$ cat src/rtl/bc_pkg.sv
// Shared digit-width, packing and LFSR constants for the bulls-and-cows datapath,
// plus the secret generator state encoding and the LFSR step function.
package bc_pkg;

  localparam int DIGIT_W    = 4;
  localparam int NUM_DIGITS = 4;
  localparam int DIGIT_MAX  = 9;

  localparam logic [15:0] LFSR_TAPS = 16'hB400;

  typedef enum logic [1:0] {
    IDLE = 2'd0,
    DRAW = 2'd1,
    DONE = 2'd2
  } gen_state_e;

  // Right-shifting Galois step; the all-zero state would lock up, so it maps to 1.
  function automatic logic [15:0] lfsr_next(input logic [15:0] cur, input logic ent);
    logic [15:0] nxt;
    nxt = {1'b0, cur[15:1]};
    if (cur[0]) begin
      nxt = nxt ^ LFSR_TAPS;
    end
    nxt[0] = nxt[0] ^ ent;
    if (nxt == 16'h0000) begin
      nxt = 16'h0001;
    end
    return nxt;
  endfunction

endpackage

$ cat src/rtl/secret_gen_if.sv
// Request/result bundle between the game controller (master) and secret_gen (slave).
interface secret_gen_if;

  logic        new_game;
  logic        entropy;
  logic [15:0] answer;
  logic        answer_valid;
  logic        busy;

  modport master (
    output new_game,
    output entropy,
    input  answer,
    input  answer_valid,
    input  busy
  );

  modport slave (
    input  new_game,
    input  entropy,
    output answer,
    output answer_valid,
    output busy
  );

endinterface

$ cat src/rtl/bc_lfsr16.sv
// Free-running 16-bit Galois LFSR with keypad entropy injection and zero-lock guard.
module bc_lfsr16
  import bc_pkg::*;
#(
  parameter logic [15:0] SEED = 16'hACE1
) (
  input  logic       clk,
  input  logic       rst,
  input  logic       entropy,
  output logic [3:0] rnd_nibble
);

  localparam logic [15:0] SEED_SAFE = (SEED == 16'h0000) ? 16'h0001 : SEED;

  logic [15:0] lfsr_q;
  logic [15:0] lfsr_d;

  always_comb begin
    lfsr_d = lfsr_next(lfsr_q, entropy);
  end

  always_ff @(posedge clk or negedge rst) begin
    if (!rst) begin
      lfsr_q <= SEED_SAFE;
    end else begin
      lfsr_q <= lfsr_d;
    end
  end

  assign rnd_nibble = lfsr_q[3:0];

endmodule

$ cat src/rtl/secret_gen.sv
// Draws four distinct BCD digits from bc_lfsr16, with a smallest-unused-digit fallback.
// Optional macro BC_NO_LEADING_ZERO_EN forbids 0 in the first-entered digit.
module secret_gen
  import bc_pkg::*;
#(
  parameter logic [15:0] SEED      = 16'hACE1,
  parameter int          MAX_DRAWS = 64
) (
  input  logic            clk,
  input  logic            rst,
  secret_gen_if.slave     bus
);

  localparam int CNT_W = (MAX_DRAWS < 1) ? 1 : $clog2(MAX_DRAWS + 1);
  localparam logic [CNT_W-1:0] MAX_CNT  = CNT_W'(MAX_DRAWS);
  localparam logic [3:0]       DMAX     = 4'(DIGIT_MAX);
  localparam logic [1:0]       LAST_SLOT = 2'(NUM_DIGITS - 1);

  gen_state_e        state_q, state_d;
  logic [1:0]        slot_q, slot_d;
  logic [CNT_W-1:0]  rej_cnt_q, rej_cnt_d;
  logic [15:0]       shadow_q, shadow_d;
  logic [15:0]       answer_q, answer_d;
  logic              valid_q, valid_d;
  logic              busy_q, busy_d;

  logic [3:0]        cand;
  logic [15:0]       used;
  logic [3:0]        fallback;
  logic              zero_banned;
  logic              cand_ok;
  logic              at_limit;
  logic              accept;
  logic [3:0]        digit;
  logic [15:0]       merged;

  bc_lfsr16 #(
    .SEED (SEED)
  ) u_lfsr (
    .clk        (clk),
    .rst        (rst),
    .entropy    (bus.entropy),
    .rnd_nibble (cand)
  );

  // Digits already committed to earlier slots, and the smallest digit still free.
  always_comb begin
    used     = '0;
    fallback = 4'd0;
`ifdef BC_NO_LEADING_ZERO_EN
    zero_banned = (slot_q == 2'd0);
`else
    zero_banned = 1'b0;
`endif
    for (int i = 0; i < NUM_DIGITS; i++) begin
      if (i < int'(slot_q)) begin
        used[shadow_q[15-4*i -: 4]] = 1'b1;
      end
    end
    for (int d = DIGIT_MAX; d >= 0; d--) begin
      if (!used[d] && !(zero_banned && (d == 0))) begin
        fallback = 4'(d);
      end
    end
  end

  always_comb begin
    cand_ok  = (cand <= DMAX) && !used[cand] && !(zero_banned && (cand == 4'd0));
    at_limit = (rej_cnt_q == MAX_CNT);
    accept   = at_limit || cand_ok;
    digit    = at_limit ? fallback : cand;
    merged   = shadow_q;
    for (int i = 0; i < NUM_DIGITS; i++) begin
      if (i == int'(slot_q)) begin
        merged[15-4*i -: 4] = digit;
      end
    end
  end

  always_comb begin
    state_d   = state_q;
    slot_d    = slot_q;
    rej_cnt_d = rej_cnt_q;
    shadow_d  = shadow_q;
    answer_d  = answer_q;
    valid_d   = valid_q;
    busy_d    = busy_q;
    case (state_q)
      IDLE, DONE: begin
        if (bus.new_game) begin
          state_d   = DRAW;
          busy_d    = 1'b1;
          valid_d   = 1'b0;
          slot_d    = 2'd0;
          rej_cnt_d = '0;
          shadow_d  = '0;
        end
      end
      DRAW: begin
        // new_game is deliberately not looked at here: a running draw is never restarted.
        if (accept) begin
          shadow_d  = merged;
          rej_cnt_d = '0;
          slot_d    = slot_q + 2'd1;
          if (slot_q == LAST_SLOT) begin
            answer_d = merged;
            valid_d  = 1'b1;
            busy_d   = 1'b0;
            state_d  = DONE;
          end
        end else begin
          rej_cnt_d = rej_cnt_q + CNT_W'(1);
        end
      end
      default: begin
        state_d = IDLE;
        busy_d  = 1'b0;
      end
    endcase
  end

  always_ff @(posedge clk or negedge rst) begin
    if (!rst) begin
      state_q   <= IDLE;
      slot_q    <= 2'd0;
      rej_cnt_q <= '0;
      shadow_q  <= '0;
      answer_q  <= '0;
      valid_q   <= 1'b0;
      busy_q    <= 1'b0;
    end else begin
      state_q   <= state_d;
      slot_q    <= slot_d;
      rej_cnt_q <= rej_cnt_d;
      shadow_q  <= shadow_d;
      answer_q  <= answer_d;
      valid_q   <= valid_d;
      busy_q    <= busy_d;
    end
  end

  assign bus.answer       = answer_q;
  assign bus.answer_valid = valid_q;
  assign bus.busy         = busy_q;

endmodule

$ cat src/flat_wrapper.sv
// flat-port wrapper written by rule: the top's interface ports become plain ports
module secret_gen_flat import bc_pkg::*;
#(
  parameter logic [15:0] SEED      = 16'hACE1,
  parameter int          MAX_DRAWS = 64
)
  (clk, rst, bus_new_game, bus_entropy, bus_answer, bus_answer_valid, bus_busy);
  secret_gen_if bus_i ();
  input  logic clk;
  input  logic rst;
  input wire logic [$bits(bus_i.new_game)-1:0] bus_new_game;
  input wire logic [$bits(bus_i.entropy)-1:0] bus_entropy;
  output wire logic [$bits(bus_i.answer)-1:0] bus_answer;
  output wire logic [$bits(bus_i.answer_valid)-1:0] bus_answer_valid;
  output wire logic [$bits(bus_i.busy)-1:0] bus_busy;
  assign bus_i.new_game = bus_new_game;
  assign bus_i.entropy = bus_entropy;
  assign bus_answer = bus_i.answer;
  assign bus_answer_valid = bus_i.answer_valid;
  assign bus_busy = bus_i.busy;
  secret_gen #(.SEED(SEED), .MAX_DRAWS(MAX_DRAWS)) u_core (.clk(clk), .rst(rst), .bus(bus_i));
endmodule
$ cat config.mk
export PLATFORM = sky130hd
export DESIGN_NAME = secret_gen_flat
export DESIGN_NICKNAME = d
export VERILOG_FILES = /design/src/rtl/bc_pkg.sv /design/src/rtl/secret_gen_if.sv /design/src/rtl/bc_lfsr16.sv /design/src/rtl/secret_gen.sv /design/src/flat_wrapper.sv
export SDC_FILE = /design/constraint.sdc
export NUM_CORES = 1
export LEC_CHECK = 0
export CAP_MARGIN = 20
export CORE_ASPECT_RATIO = 0.7
export CORE_UTILIZATION = 50
export DETAILED_ROUTE_END_ITERATION = 8
export GPL_TIMING_DRIVEN = 0
export PLACE_DENSITY = 0.67
export SLEW_MARGIN = 5
export SYNTH_ARGS = -nofsm -noshare
export SYNTH_HDL_FRONTEND = slang
export SYNTH_HIERARCHICAL = 1
export SYNTH_SLANG_ARGS = --single-unit
$ cat constraint.sdc
create_clock -name clk -period 7.1 [get_ports clk]
set_input_delay 1.42 -clock clk [delete_from_list [all_inputs] [get_ports clk]]
set_output_delay 1.42 -clock clk [all_outputs]
set_load 0.03 [all_outputs]
# Yosys cells after proc, flatten, opt, wreduce, memory -nomap -nowiden
# Index checks and enable logic that the tools add are counted.
# Widths: inputs -> output; s select.
# word_totals
latch_bits	0
mem_bits_rw	0
memories	0
rom_bits	0
in_bits	4
word_cells	100
regBits	61
output_inout_bits	18
# op_classes
shifts	0
bitwise	4
n_addsub	2
div	0
n_lt_le_gt_ge	11
mux	49
n_reduce_logical	16
multipliers	0
eq_ne	10
# op_table
operator	count
$mux 16	7
$mux 4	15
$or 16x16->16	2
$pmux 16 s2	1
$lt 4x5->1 const B	4
$logic_not 16->1	1
$mux 7	2
$pmux 7 s2	1
$demux 1 s4	3
$ge 4x1->1 const B	3
$mux 1	10
$mux 2	5
$reduce_and 3->1	3
$pmux 2 s2	2
$add 7x1->7 const B	1
$eq 7x7->1 const B	1
$bmux 1 s4	1
$eq 2x2->1 const A	2
$eq 2x2->1 const B	2
$le 4x4->1 const B	1
$logic_and 1x1->1	4
$logic_not 2->1	2
$lt 1x2->1 const A	2
$ne 2x1->1 const B	2
14 further kinds	15

# Depth between registers and ports, before layout
# depth
word_depth	23
depth_mapped	11
ltp_nobuf	9

# Hierarchy
# The synthesis kept the hierarchy.
# by_module_without_submodules
module	seq_area_each_um2	instances	area_per_inst_um2	cells_per_inst
secret_gen	1026.0	1	2780.2	302
bc_lfsr16	410.4	1	609.3	46

# Worst setup path after synthesis
# Ideal clock, no wire load.
# synth_timing
path_kind	register to register
startpoint	register u_core.slot_q[1]
endpoint	register u_core.answer_q[15] (netlist: u_core/bus.answer[15])
required_ns	6.975
path_buffers	1
slack_ns	4.147
arrival_time_ns	2.828
setup_time_ns	0.125
stages_incl_launch_ff	11
cell_sequence	dfrtp_1 > inv_1 > ha_1 > or3_1 > or3_1 > a211o_1 > a211oi_2 > nor4_4 > o211ai_4 > buf_8 > mux2_4
# synth_via
elab_chain_cells	18
elab_cells_between_ends	28
cone_classes	order compare (3); eq/ne (1); mux (17); bitwise (2); reduce/logical (5)
# synth_rtl
element	line	rtl
start, declared	secret_gen.sv:20	logic [1:0] slot_q, slot_d;
start signal, assigned	secret_gen.sv:133	slot_q <= slot_d;
$lt 1x2->1	secret_gen.sv:56	if (i < int'(slot_q)) begin
$mux 16	secret_gen.sv:56	
$or 16x16->16 (no line)	n/a	
$mux 16	secret_gen.sv:56	
$or 16x16->16 (no line)	n/a	
$mux 16	secret_gen.sv:56	
$mux 4 (10 in series)	secret_gen.sv:61	if (!used[d] && !(zero_banned && (d == 0))) begin
$mux 4	secret_gen.sv:71	digit = at_limit ? fallback : cand;
$mux 4	secret_gen.sv:74	if (i == int'(slot_q)) begin
end signal, assigned	secret_gen.sv:136	answer_q <= answer_d;
end, declared	secret_gen.sv:23	logic [15:0] answer_q, answer_d;
# Several ways; a longest one is shown, not always the timed one. The select of a mux whose other input is x is not followed.
# A chain may end at the register's enable or synchronous reset.

# Worst setup path after layout
# layout_timing
startpoint	register u_core.slot_q[1]
endpoint	register u_core.shadow_q[8]
# layout_via
elab_chain_cells	20
elab_cells_between_ends	30
cone_classes	order compare (3); eq/ne (2); mux (19); bitwise (2); reduce/logical (4)
# layout_rtl
element	line	rtl
$lt 1x2->1	secret_gen.sv:56	
$mux 16	secret_gen.sv:56	
$or 16x16->16 (no line)	n/a	
$mux 16	secret_gen.sv:56	
$or 16x16->16 (no line)	n/a	
$mux 16	secret_gen.sv:56	
$mux 4 (10 in series)	secret_gen.sv:61	
$mux 4	secret_gen.sv:71	
$mux 4	secret_gen.sv:74	
$mux 16	secret_gen.sv:101	if (accept) begin
$pmux 16 s2	secret_gen.sv:88	case (state_q)
end signal, assigned	secret_gen.sv:135	shadow_q <= shadow_d;
end, declared	secret_gen.sv:22	logic [15:0] shadow_q, shadow_d;
# Several ways; a longest one is shown, not always the timed one. The select of a mux whose other input is x is not followed.

==> run summary <==
Gate power share -> 54.3%
status -> completed
max cap viols -> 0
pre-CTS WS -> 3710 ps
internal power -> 0.00108 W
I/O pin count -> 22
Least-Margin Pin Slew -> 644 ps
worst rel slew slack -> 56.8%
Setup Crit Path Kind -> reg2reg
GPL Wtd Cong -> 0.924
Fin. Hold Viols -> 0
Yosys reg bits -> 57
H-tree levels -> 3
final setup fails -> 0
TritonCTS clock tree -> yes
async set-reset flop share out of synthesis -> 100%
Tot Pwr -> 0.00202 W
Tcrit/Tclk final -> 50.4%
Critical Path RT -> 7340 ps
Peak VDD IR -> 294 µV
die footprint -> 0.00712 mm²
n_diodes -> 0
layout net count -> 392
CP Launch Type -> flip-flop
Hold Crit Class -> reg2reg
gr ovfl total -> 0
crit end category -> flip-flop
clock slew at reported path FFs -> 80 ps
Final WS setup -> 3520 ps
DP Area -> 0.00373 mm²
Syn Inst Count -> 348
vias per std cell -> 6.13
pwr dens -> 514 mW/mm²
gr usage total -> 27.2%
total number of vias -> 2,923
Antenna Violating Nets Remaining -> 0
core area -> 0.00640 mm²
net switching power -> 0.000940 W
DRC -> 0
clk sinks -> 57
Max Slew Vio Count -> 0
die height -> 70.9 µm
Site Rows -> 24
sequential share of power -> 30.3%
post-synthesis sequential area ratio -> 42.4%
initial DRC count -> 329
Area growth syn-to-layout -> 15.9%
Max Clk Rate -> 280 MHz
DP HPWL -> 6.38 mm
arrival time worst endpoint -> 3820 ps
layout cells sized above 1 -> 16.3%
routed wire length -> 8.86 mm
setup TNS -> 0 ps
post-synth design cell area -> 0.00339 mm²
clock latency on the worst-skew pair -> 350 ps
Layout Skew -> 14.0 ps
worst-path fanout max -> 10
vias in the first global route -> 2,688
Post-CTS Hold Buffers -> 0
final instance area -> 0.00393 mm²
CTS resizes -> 0
post-CTS setup buffer count -> 0
root buffer selected by CTS -> clkbuf_8
first-pass GRT wire length -> 14.5 mm
Die Width -> 100 µm
yosys warns -> 6
post-layout min period -> 3580 ps
CTS Buf Count -> 9
RSZ-0062 raised after global routing -> false
EDFF count, synth -> 0
I/O Buffers -> 21
FF-to-FF path depth -> 11
post-synth cell types -> 61
CTS max path bufs -> 2
synthesized area per cell -> 9.74 µm²
sw frac -> 46.5%
largest net degree at the start of global routing -> 39
Clk network pwr share -> 15.4%
syn_nets -> 359
most used flip-flop cell after synthesis -> dfrtp_1
Pre-antenna DRT Iters -> 5
initial antenna violation count -> 0
Hold Crit Depth -> 1
WL/cell -> 18.6 µm
Leakage Power -> 1.61 nW
initial core utilization -> 53.0%
area by class of cell:
cell class,instances,area [µm²]
Clock buffer,9,124
Sequential cell,57,1440
Fill cell,557,2470
Buffer,41,193
Multi-Input combinational cell,230,1690
Clock inverter,7,77.6
Inverter,20,75.1
Timing Repair Buffer,22,225
Tap cell,91,114
flip-flops by register name (all words and copies together) (netlist names):
register and count:
u_core/u_lfsr/lfsr_q 16, u_core/rej_cnt_q 7, u_core/slot_q 2, u_core/bus.answer 16
u_core/bus.answer_valid 1, u_core/bus.busy 1, u_core/state_q 2, u_core/shadow_q 12
layout by cell type (no fill, tap or decap), types with 6 or more instances in the layout:
cell	instances
inv_1	20
nand2_1	17
ha_1	7
nor3_1	10
o211ai_1	12
nand3_1	9
clkbuf_1	31
nor4_1	9
mux2_2	12
o21ai_0	14
dfrtp_1	49
nor4b_1	6
nor2_1	22
a21oi_1	7
o2111ai_1	10
nand2b_1	10
clkbuf_8	9
clkdlybuf4s50_1	20
dfstp_2	8
synth_stat cells, drive strengths merged, types with 8 or more instances:
| master | number | area [µm²] |
|---|---|---|
| buf | 10 | 76.3 |
| clkbuf | 31 | 116 |
| dfrtp | 49 | 1230 |
| dfstp | 8 | 210 |
| inv | 20 | 75.1 |
| mux2 | 15 | 180 |
| nand2 | 17 | 63.8 |
| nand2b | 10 | 62.6 |
| nand3 | 9 | 45.0 |
| nor2 | 22 | 82.6 |
| nor3 | 10 | 50.1 |
| nor4 | 12 | 120 |
| o2111ai | 10 | 87.6 |
| o211ai | 13 | 111 |
| o21ai | 16 | 80.1 |
worst max-delay path, cell delays in order, from the launching register on:
cell      delay (ps)
dfrtp_1          500
inv_1            160
ha_1             210
clkbuf_1         380
nor3_1           140
a32o_1           250
a211oi_1         320
a211oi_2         160
nor4_4           520
buf_2            310
o211ai_1         220
o221ai_1         280
power by group through the flow:
stage               clock [W]  combinational, W  sequential [W]
floorplan                   0          0.000677        0.000674
global placement            0           0.00106        0.000608
detailed placement          0           0.00107        0.000612
CTS                  0.000317           0.00108        0.000609
global route         0.000331           0.00119        0.000630
finish               0.000312           0.00110        0.000612
per-layer routing:
| metal | wire length [µm] | global-route usage, % |
|---|---|---|
| met1 | 4570 | 44.2 |
| met2 | 3410 | 34.3 |
| met3 | 759 | 7.11 |
| met4 | 121 | 8.37 |
| met5 | 0 | 0 |
worst paths after layout:
check,slack (ps),start,endpoint
worst max-delay path,3520,u_core/slot_q[1],u_core/shadow_q[8]
worst min-delay path,440,u_core/u_lfsr/lfsr_q[14],u_core/u_lfsr/lfsr_q[13]
worst max register to register,3520,u_core/slot_q[1],u_core/shadow_q[8]
worst min register to register,440,u_core/u_lfsr/lfsr_q[14],u_core/u_lfsr/lfsr_q[13]
max in group asynchronous,5500,rst,u_core/bus.answer[3]
min in group asynchronous,1020,rst,u_core/u_lfsr/lfsr_q[4]
kinds of logic (layout without fill, tap and decap cells):
group | after synthesis | after routing | share of synthesized area (%)
fa+ha+maj | 7 | 7 | 2.58
buf+inv | 61 | 99 | 7.90
simple gates | 112 | 112 | 19.5
mux | 17 | 17 | 5.91
xor+xnor | 5 | 5 | 1.29
compound gates | 89 | 89 | 20.5
flops | 57 | 57 | 42.4
metrics by stage:
stage | util [%] | instances | hold slack, ps
after global routing | 61.4 | 477 | 462
after global placement | 58.1 | 460 | 423
after CTS | 61.4 | 477 | 439
after floorplan | - | 348 | 405
final | 61.4 | 477 | 438
after detailed placement | 58.3 | 461 | 438
Note: power is estimated with default switching activity, not from simulation.
